File: src/rtl/rf_wr_sched.sv
// rf_wr_sched: write scheduler for the 64x32 stack-cache register file.
// Collects writes from two pipeline sources and the dribbler into an
// in-order queue and issues them to write ports D and E as single-cycle
// enable pulses, each followed by a mandatory low recovery cycle.
// Also reports read addresses that still have a write waiting in the queue.
module rf_wr_sched #(
    parameter int DEPTH = 4
) (
    input  logic        clk,
    input  logic        reset_l,
    input  logic        wr0_req,
    input  logic [5:0]  wr0_addr,
    input  logic [31:0] wr0_data,
    input  logic        wr1_req,
    input  logic [5:0]  wr1_addr,
    input  logic [31:0] wr1_data,
    input  logic        drb_req,
    input  logic [5:0]  drb_addr,
    input  logic [31:0] drb_data,
    output logic        drb_ack,
    output logic        wr_stall,
    output logic        ovf_err,
    input  logic [5:0]  add_a,
    input  logic [5:0]  add_b,
    input  logic [5:0]  add_c,
    output logic [2:0]  rd_haz,
    output logic        we_d,
    output logic [5:0]  add_d,
    output logic [31:0] di_d,
    output logic        we_e,
    output logic [5:0]  add_e,
    output logic [31:0] di_e,
    output logic        idle
);

    localparam int PTR_W = (DEPTH > 2) ? $clog2(DEPTH) : 1;
    localparam int CNT_W = PTR_W + 1;
    localparam logic [CNT_W-1:0] FULL_CNT  = CNT_W'(DEPTH);
    localparam logic [CNT_W-1:0] STALL_CNT = CNT_W'(DEPTH - 2);

    typedef struct packed {
        logic [5:0]  addr;
        logic [31:0] data;
    } entry_t;

    entry_t             r_mem [DEPTH];
    logic [PTR_W-1:0]   r_rdPtr;
    logic [PTR_W-1:0]   r_wrPtr;
    logic [CNT_W-1:0]   r_count;
    logic               r_ovf;
    logic               r_weD;
    logic [5:0]         r_addD;
    logic [31:0]        r_diD;
    logic               r_weE;
    logic [5:0]         r_addE;
    logic [31:0]        r_diE;

    logic [CNT_W-1:0]   w_space;
    logic               w_acc0;
    logic               w_acc1;
    logic               w_drop;
    logic               w_drbAck;
    entry_t             w_enq0;
    entry_t             w_enq1;
    logic [1:0]         w_numEnq;
    entry_t             w_head;
    entry_t             w_next;
    logic               w_dispD;
    logic               w_dispE;
    entry_t             w_dataD;
    entry_t             w_dataE;
    logic [1:0]         w_numDisp;
    logic [PTR_W-1:0]   w_off [DEPTH];
    logic [DEPTH-1:0]   w_valid;
    logic [2:0]         w_haz;

    // Admission: space is judged on the registered count only, so a
    // pipeline that honours wr_stall can never lose a write.
    assign w_space  = FULL_CNT - r_count;
    assign w_acc0   = wr0_req && (w_space != '0);
    assign w_acc1   = wr1_req && (w_space > CNT_W'(w_acc0));
    assign w_drop   = (wr0_req && !w_acc0) || (wr1_req && !w_acc1);
    assign w_drbAck = drb_req && !wr0_req && !wr1_req && (r_count < FULL_CNT);

    // Pack accepted requests, oldest first, into up to two enqueue slots.
    always_comb begin
        w_enq0   = '0;
        w_enq1   = '0;
        w_numEnq = 2'd0;
        if (w_acc0) begin
            w_enq0 = '{addr: wr0_addr, data: wr0_data};
            if (w_acc1) begin
                w_enq1   = '{addr: wr1_addr, data: wr1_data};
                w_numEnq = 2'd2;
            end else begin
                w_numEnq = 2'd1;
            end
        end else if (w_acc1) begin
            w_enq0   = '{addr: wr1_addr, data: wr1_data};
            w_numEnq = 2'd1;
        end else if (w_drbAck) begin
            w_enq0   = '{addr: drb_addr, data: drb_data};
            w_numEnq = 2'd1;
        end
    end

    assign w_head = r_mem[r_rdPtr];
    assign w_next = r_mem[r_rdPtr + PTR_W'(1)];

    // Pick up to two head entries for whichever ports are out of recovery;
    // a same-address second entry waits so the older value lands first.
    always_comb begin
        w_dispD   = 1'b0;
        w_dispE   = 1'b0;
        w_dataD   = w_head;
        w_dataE   = w_head;
        w_numDisp = 2'd0;
        if (r_count != '0) begin
            if (!r_weD) begin
                w_dispD   = 1'b1;
                w_numDisp = 2'd1;
                if (!r_weE && (r_count >= CNT_W'(2)) && (w_next.addr != w_head.addr)) begin
                    w_dispE   = 1'b1;
                    w_dataE   = w_next;
                    w_numDisp = 2'd2;
                end
            end else if (!r_weE) begin
                w_dispE   = 1'b1;
                w_numDisp = 2'd1;
            end
        end
    end

    // Queue storage: needs no reset because validity comes from the count.
    always_ff @(posedge clk) begin
        if (w_numEnq != 2'd0) begin
            r_mem[r_wrPtr] <= w_enq0;
        end
        if (w_numEnq == 2'd2) begin
            r_mem[r_wrPtr + PTR_W'(1)] <= w_enq1;
        end
    end

    // Pointers, occupancy, sticky overflow flag and the registered port drive.
    always_ff @(posedge clk or negedge reset_l) begin
        if (!reset_l) begin
            r_rdPtr <= '0;
            r_wrPtr <= '0;
            r_count <= '0;
            r_ovf   <= 1'b0;
            r_weD   <= 1'b0;
            r_addD  <= '0;
            r_diD   <= '0;
            r_weE   <= 1'b0;
            r_addE  <= '0;
            r_diE   <= '0;
        end else begin
            r_wrPtr <= r_wrPtr + PTR_W'(w_numEnq);
            r_rdPtr <= r_rdPtr + PTR_W'(w_numDisp);
            r_count <= r_count + CNT_W'(w_numEnq) - CNT_W'(w_numDisp);
            if (w_drop) begin
                r_ovf <= 1'b1;
            end
            r_weD <= w_dispD;
            if (w_dispD) begin
                r_addD <= w_dataD.addr;
                r_diD  <= w_dataD.data;
            end
            r_weE <= w_dispE;
            if (w_dispE) begin
                r_addE <= w_dataE.addr;
                r_diE  <= w_dataE.data;
            end
        end
    end

    // Mark which storage slots currently hold queued (not yet issued) writes.
    always_comb begin
        w_valid = '0;
        for (int i = 0; i < DEPTH; i++) begin
            w_off[i]   = PTR_W'(i) - r_rdPtr;
            w_valid[i] = ({1'b0, w_off[i]} < r_count);
        end
    end

    // Compare each read address against every queued write address.
    always_comb begin
        w_haz = 3'b000;
        for (int i = 0; i < DEPTH; i++) begin
            if (w_valid[i]) begin
                if (r_mem[i].addr == add_a) w_haz[0] = 1'b1;
                if (r_mem[i].addr == add_b) w_haz[1] = 1'b1;
                if (r_mem[i].addr == add_c) w_haz[2] = 1'b1;
            end
        end
    end

    assign drb_ack  = w_drbAck;
    assign wr_stall = (r_count > STALL_CNT);
    assign ovf_err  = r_ovf;
    assign rd_haz   = w_haz;
    assign we_d     = r_weD;
    assign add_d    = r_addD;
    assign di_d     = r_diD;
    assign we_e     = r_weE;
    assign add_e    = r_addE;
    assign di_e     = r_diE;
    assign idle     = (r_count == '0) && !r_weD && !r_weE;

endmodule
File: config.mk
export PLATFORM = sky130hd
export DESIGN_NAME = rf_wr_sched
export DESIGN_NICKNAME = d
export VERILOG_FILES = /design/src/rtl/rf_wr_sched.sv
export SDC_FILE = /design/constraint.sdc
export NUM_CORES = 1
export LEC_CHECK = 0
export ABC_AREA = 1
export BUFFER_PORTS_ARGS = -buffer_cell sky130_fd_sc_hd__buf_2
export CORE_ASPECT_RATIO = 1.5
export CORE_MARGIN = 2
export CORE_UTILIZATION = 55
export CTS_CLUSTER_SIZE = 10
export DETAILED_ROUTE_END_ITERATION = 16
export PLACE_DENSITY_LB_ADDON = 0.1
export REMOVE_ABC_BUFFERS = 1
export SKIP_CTS_REPAIR_TIMING = 1
export SLEW_MARGIN = 0
export SYNTH_ARGS = -nofsm -noshare
export SYNTH_HDL_FRONTEND = slang
export SYNTH_SLANG_ARGS = --single-unit
File: constraint.sdc
create_clock -name clk -period 7.3 [get_ports clk]
set_input_delay 0.73 -clock clk [delete_from_list [all_inputs] [get_ports clk]]
set_output_delay 0.73 -clock clk [all_outputs]
set_load 0.02 [all_outputs]
==> results.md <==
* Worst Path Required at 7.77 ns
* MaxCap Viol Count at 0
* Port Buffers at roughly 220
* Comb power frac at 53.5%
* Switch Pwr at ~4500 µW
* DRC violation count after routing at 0
* Die X at 135 µm
* Starting density of the core at 56.1%
* GRT Total Usage at 36.6%
* Area leader, netlist: edfxtp_1
* RSZ-0062 raised after global routing: false
* Max Slew Vio Count at 0
* Vias in the first global route at around 14000
* F_max at 0.203 GHz
* Synth Area in Simple Gates at roughly a quarter
* Syn Inst Count at 1798
* Die height at 200 µm
* Utilization after layout at 64.2%
* Synthesis-to-finish area growth at 14.4%
* Initial antenna violation count at 0
* Synth Area in Compound Gates at 17.4%
* Flops & latches, synth at ~240
* Count of cell types in the netlist at 36
* Clk buf depth at 3
* CP Capture Type: flip-flop
* Post-layout total power at 8900 µW
* Routed vias at about 14000
* Outcome: complete, no violations
* Post-DRT Antenna Nets at 0
* WL/cell at 21.6 µm
* Max IR drop VDD at 662 µV
* Dominant cells by area after synthesis: edfxtp_1 32%, nand2_1 17%, dfrtp_1 15%
* Leak pwr at 0.00692 µW
* Tmin final at 4.92 ns
* First-pass GRT wire length at 75.9 mm
* Most frequent cells in the layout: 645 x nand2_1, 244 x o21ai_0, 220 x buf_2
* Hold Fails Final Rpt at 0
* Hpwl dp at approximately 32 mm
* First DRT Iteration DRCs at 1383
* Worst skew pair latency at 0.55 ns
* Sequential element share of the synthesized area at 47.6%
* Commonest non-fill, non-tap cell in the layout: nand2_1
* DRT Wirelength at 49.5 mm
* Syn Area/Cell at 7.84 µm²
* Period utilisation layout at 67.4%
* Clock power share at 14.7%
* Synth top area share at 32.4%
* Row count at between 70 and 80
* Worst-Margin Slew at around 1.2 ns
* Drt first pass iters at 6
* CTS root buf: clkbuf_16
* Flop pwr share at 31.8%
* Final setup viols at 0
* GPL Wtd Cong at 1.01
* Worst hold path type: in -> async
* Largest net degree at the start of global routing at 80
* Clock transition at path regs at 0.06 ns
* Die ar. at 27000 µm²
* TritonCTS buffer count at 28
* Largest family of logic cells by synthesized area: simple AND/OR/NAND/NOR gates
* Synth Warn # at 0
* GRT overflow at 0
* CTS tree: built
* Post-Synth Adder-Cell Area at 1.35%
* Share of cells above drive strength 1 at 15.4%
* Asr flop ratio synth at a little over a third
* Critical setup path kind: reg -> reg
* Worst Path Max Fanout at 39
* Core area at around 25000 µm²
* Internal power at 4450 µW
* Clock sinks at 238
* Fin Clk Skew at 0.0170 ns
* Post-Synth XOR/XNOR Area at roughly 1.2%
* Number of flops mapped to enable cells by yosys at 152
* # nets final at 2086
* Top Ports at 222
* Post-synth top flop: edfxtp_1
* N_diodes at 0
* Post-synthesis mux area share at 0%
* Critical Path Start Type: flip-flop
* CTS H-Tree Depth at 1
* Power per Cell Area at 552 nW/µm²
* Synth Cell Area at approximately 14000 µm²
* Via-to-Cell Ratio at between 6 and 7
* Switching fraction of total power at about half
* Worst relative slew slack at 18.9%
* Worst hold slack at about 0.075 ns
* WP data arrival at 5.39 ns
-- worst max-delay path: stages (launching register included) --
cell,delay (ns)
dfrtp_1,0.36
inv_1,0.17
ha_1,0.26
ha_1,0.33
nand2_1,0.10
nand2_4,0.30
inv_1,0.11
ha_1,0.30
o211ai_1,0.09
nand2_1,0.10
inv_2,0.36
nor3_1,0.94
inv_1,0.14
nand2_1,0.13
inv_1,0.07
nand2_1,0.08
nand2_1,0.05
ha_1,0.19
fa_1,0.38
xnor2_1,0.20
xor2_1,0.16
-- cell families after synthesis --
| kind of cell | count (synthesis) |
|---|---|
| AOI/OAI and AO/OA | 408 |
| and+or+nand+nor | 907 |
| xor gates and xnor gates | 20 |
| DFF | 238 |
| buffers and inverters | 211 |
| adders and majority gates | 14 |
-- Yosys cell counts, types with 2 or more instances --
| library cell | count |
|---|---|
| a21oi_1 | 16 |
| a221oi_1 | 45 |
| a22o_1 | 8 |
| a22oi_1 | 58 |
| buf_2 | 16 |
| buf_4 | 10 |
| buf_6 | 4 |
| clkbuf_1 | 103 |
| dfrtp_1 | 86 |
| edfxtp_1 | 152 |
| fa_1 | 2 |
| ha_1 | 12 |
| inv_1 | 71 |
| inv_2 | 5 |
| nand2_1 | 646 |
| nand3_1 | 118 |
| nand3_2 | 2 |
| nand4_1 | 29 |
| nor2_1 | 92 |
| nor2_2 | 3 |
| nor3_1 | 2 |
| nor4_1 | 13 |
| o21ai_0 | 246 |
| o22ai_1 | 29 |
| xnor2_1 | 8 |
| xor2_1 | 12 |
-- per-stage QoR --
| step | TNS [ns] | setup slack [ns] | cells | area (µm²) |
|---|---|---|---|---|
| final | 0 | 2.38 | 2285 | 16100 |
| after global routing | 0 | 2.01 | 2285 | 16100 |
| after global placement | 0 | 2.56 | 2233 | 15300 |
| after CTS | 0 | 2.41 | 2285 | 16100 |
| after floorplan | -20.43 | -0.538 | 1664 | 13500 |
| after detailed placement | 0 | 2.46 | 2233 | 15300 |
-- final timing paths --
| kind | slack (ns) | start | end | cells past startpoint |
|---|---|---|---|---|
| max | 2.38 | r_count[1] | r_count[2] | 20 |
| min | 0.08 | reset_l | di_e[30] | 1 |
| max in group asynchronous | 5.98 | reset_l | di_d[6] | 2 |
| min in group clk | 0.47 | add_e[2] | add_e[2] | 2 |
| min reg2reg | 0.47 | add_e[2] | add_e[2] | 2 |
| max reg2reg | 2.38 | r_count[1] | r_count[2] | 20 |
-- power by group through the flow --
stage               sequential (µW)  clock [µW]  combinational [µW]
floorplan                      3000           0                2710
global placement               2810           0                4580
detailed placement             2830           0                4680
CTS                            2810        1310                4700
global route                   2880        1360                5240
finish                         2830        1310                4760
-- state kept, by name, summed over array words and instances (netlist names), 2 cells and up --
name     cells
add_d        6
add_e        6
di_d        32
di_e        32
r_count      3
r_mem      152
r_rdPtr      2
r_wrPtr      2
-- area by class of cell --
class / count / area (µm²)
clock buffer: 50 / 825
timing repair buffer: 241 / 1260
multi-input combinational: 1349 / 6620
sequential: 238 / 6720
inverter: 77 / 289
tap: 328 / 410
fill: 2216 / 9000
clock inverter: 2 / 12.5
-- routing by layer --
layer  routed length (µm)  up-vias  GRT usage (%)
li1                     -     6493              -
met1                17400     6557           41.4
met2                24600      785           62.7
met3                 3750      227           4.78
met4                 3700        0           26.1
met5                    0        -              0
(Power assumes the default switching activity.)
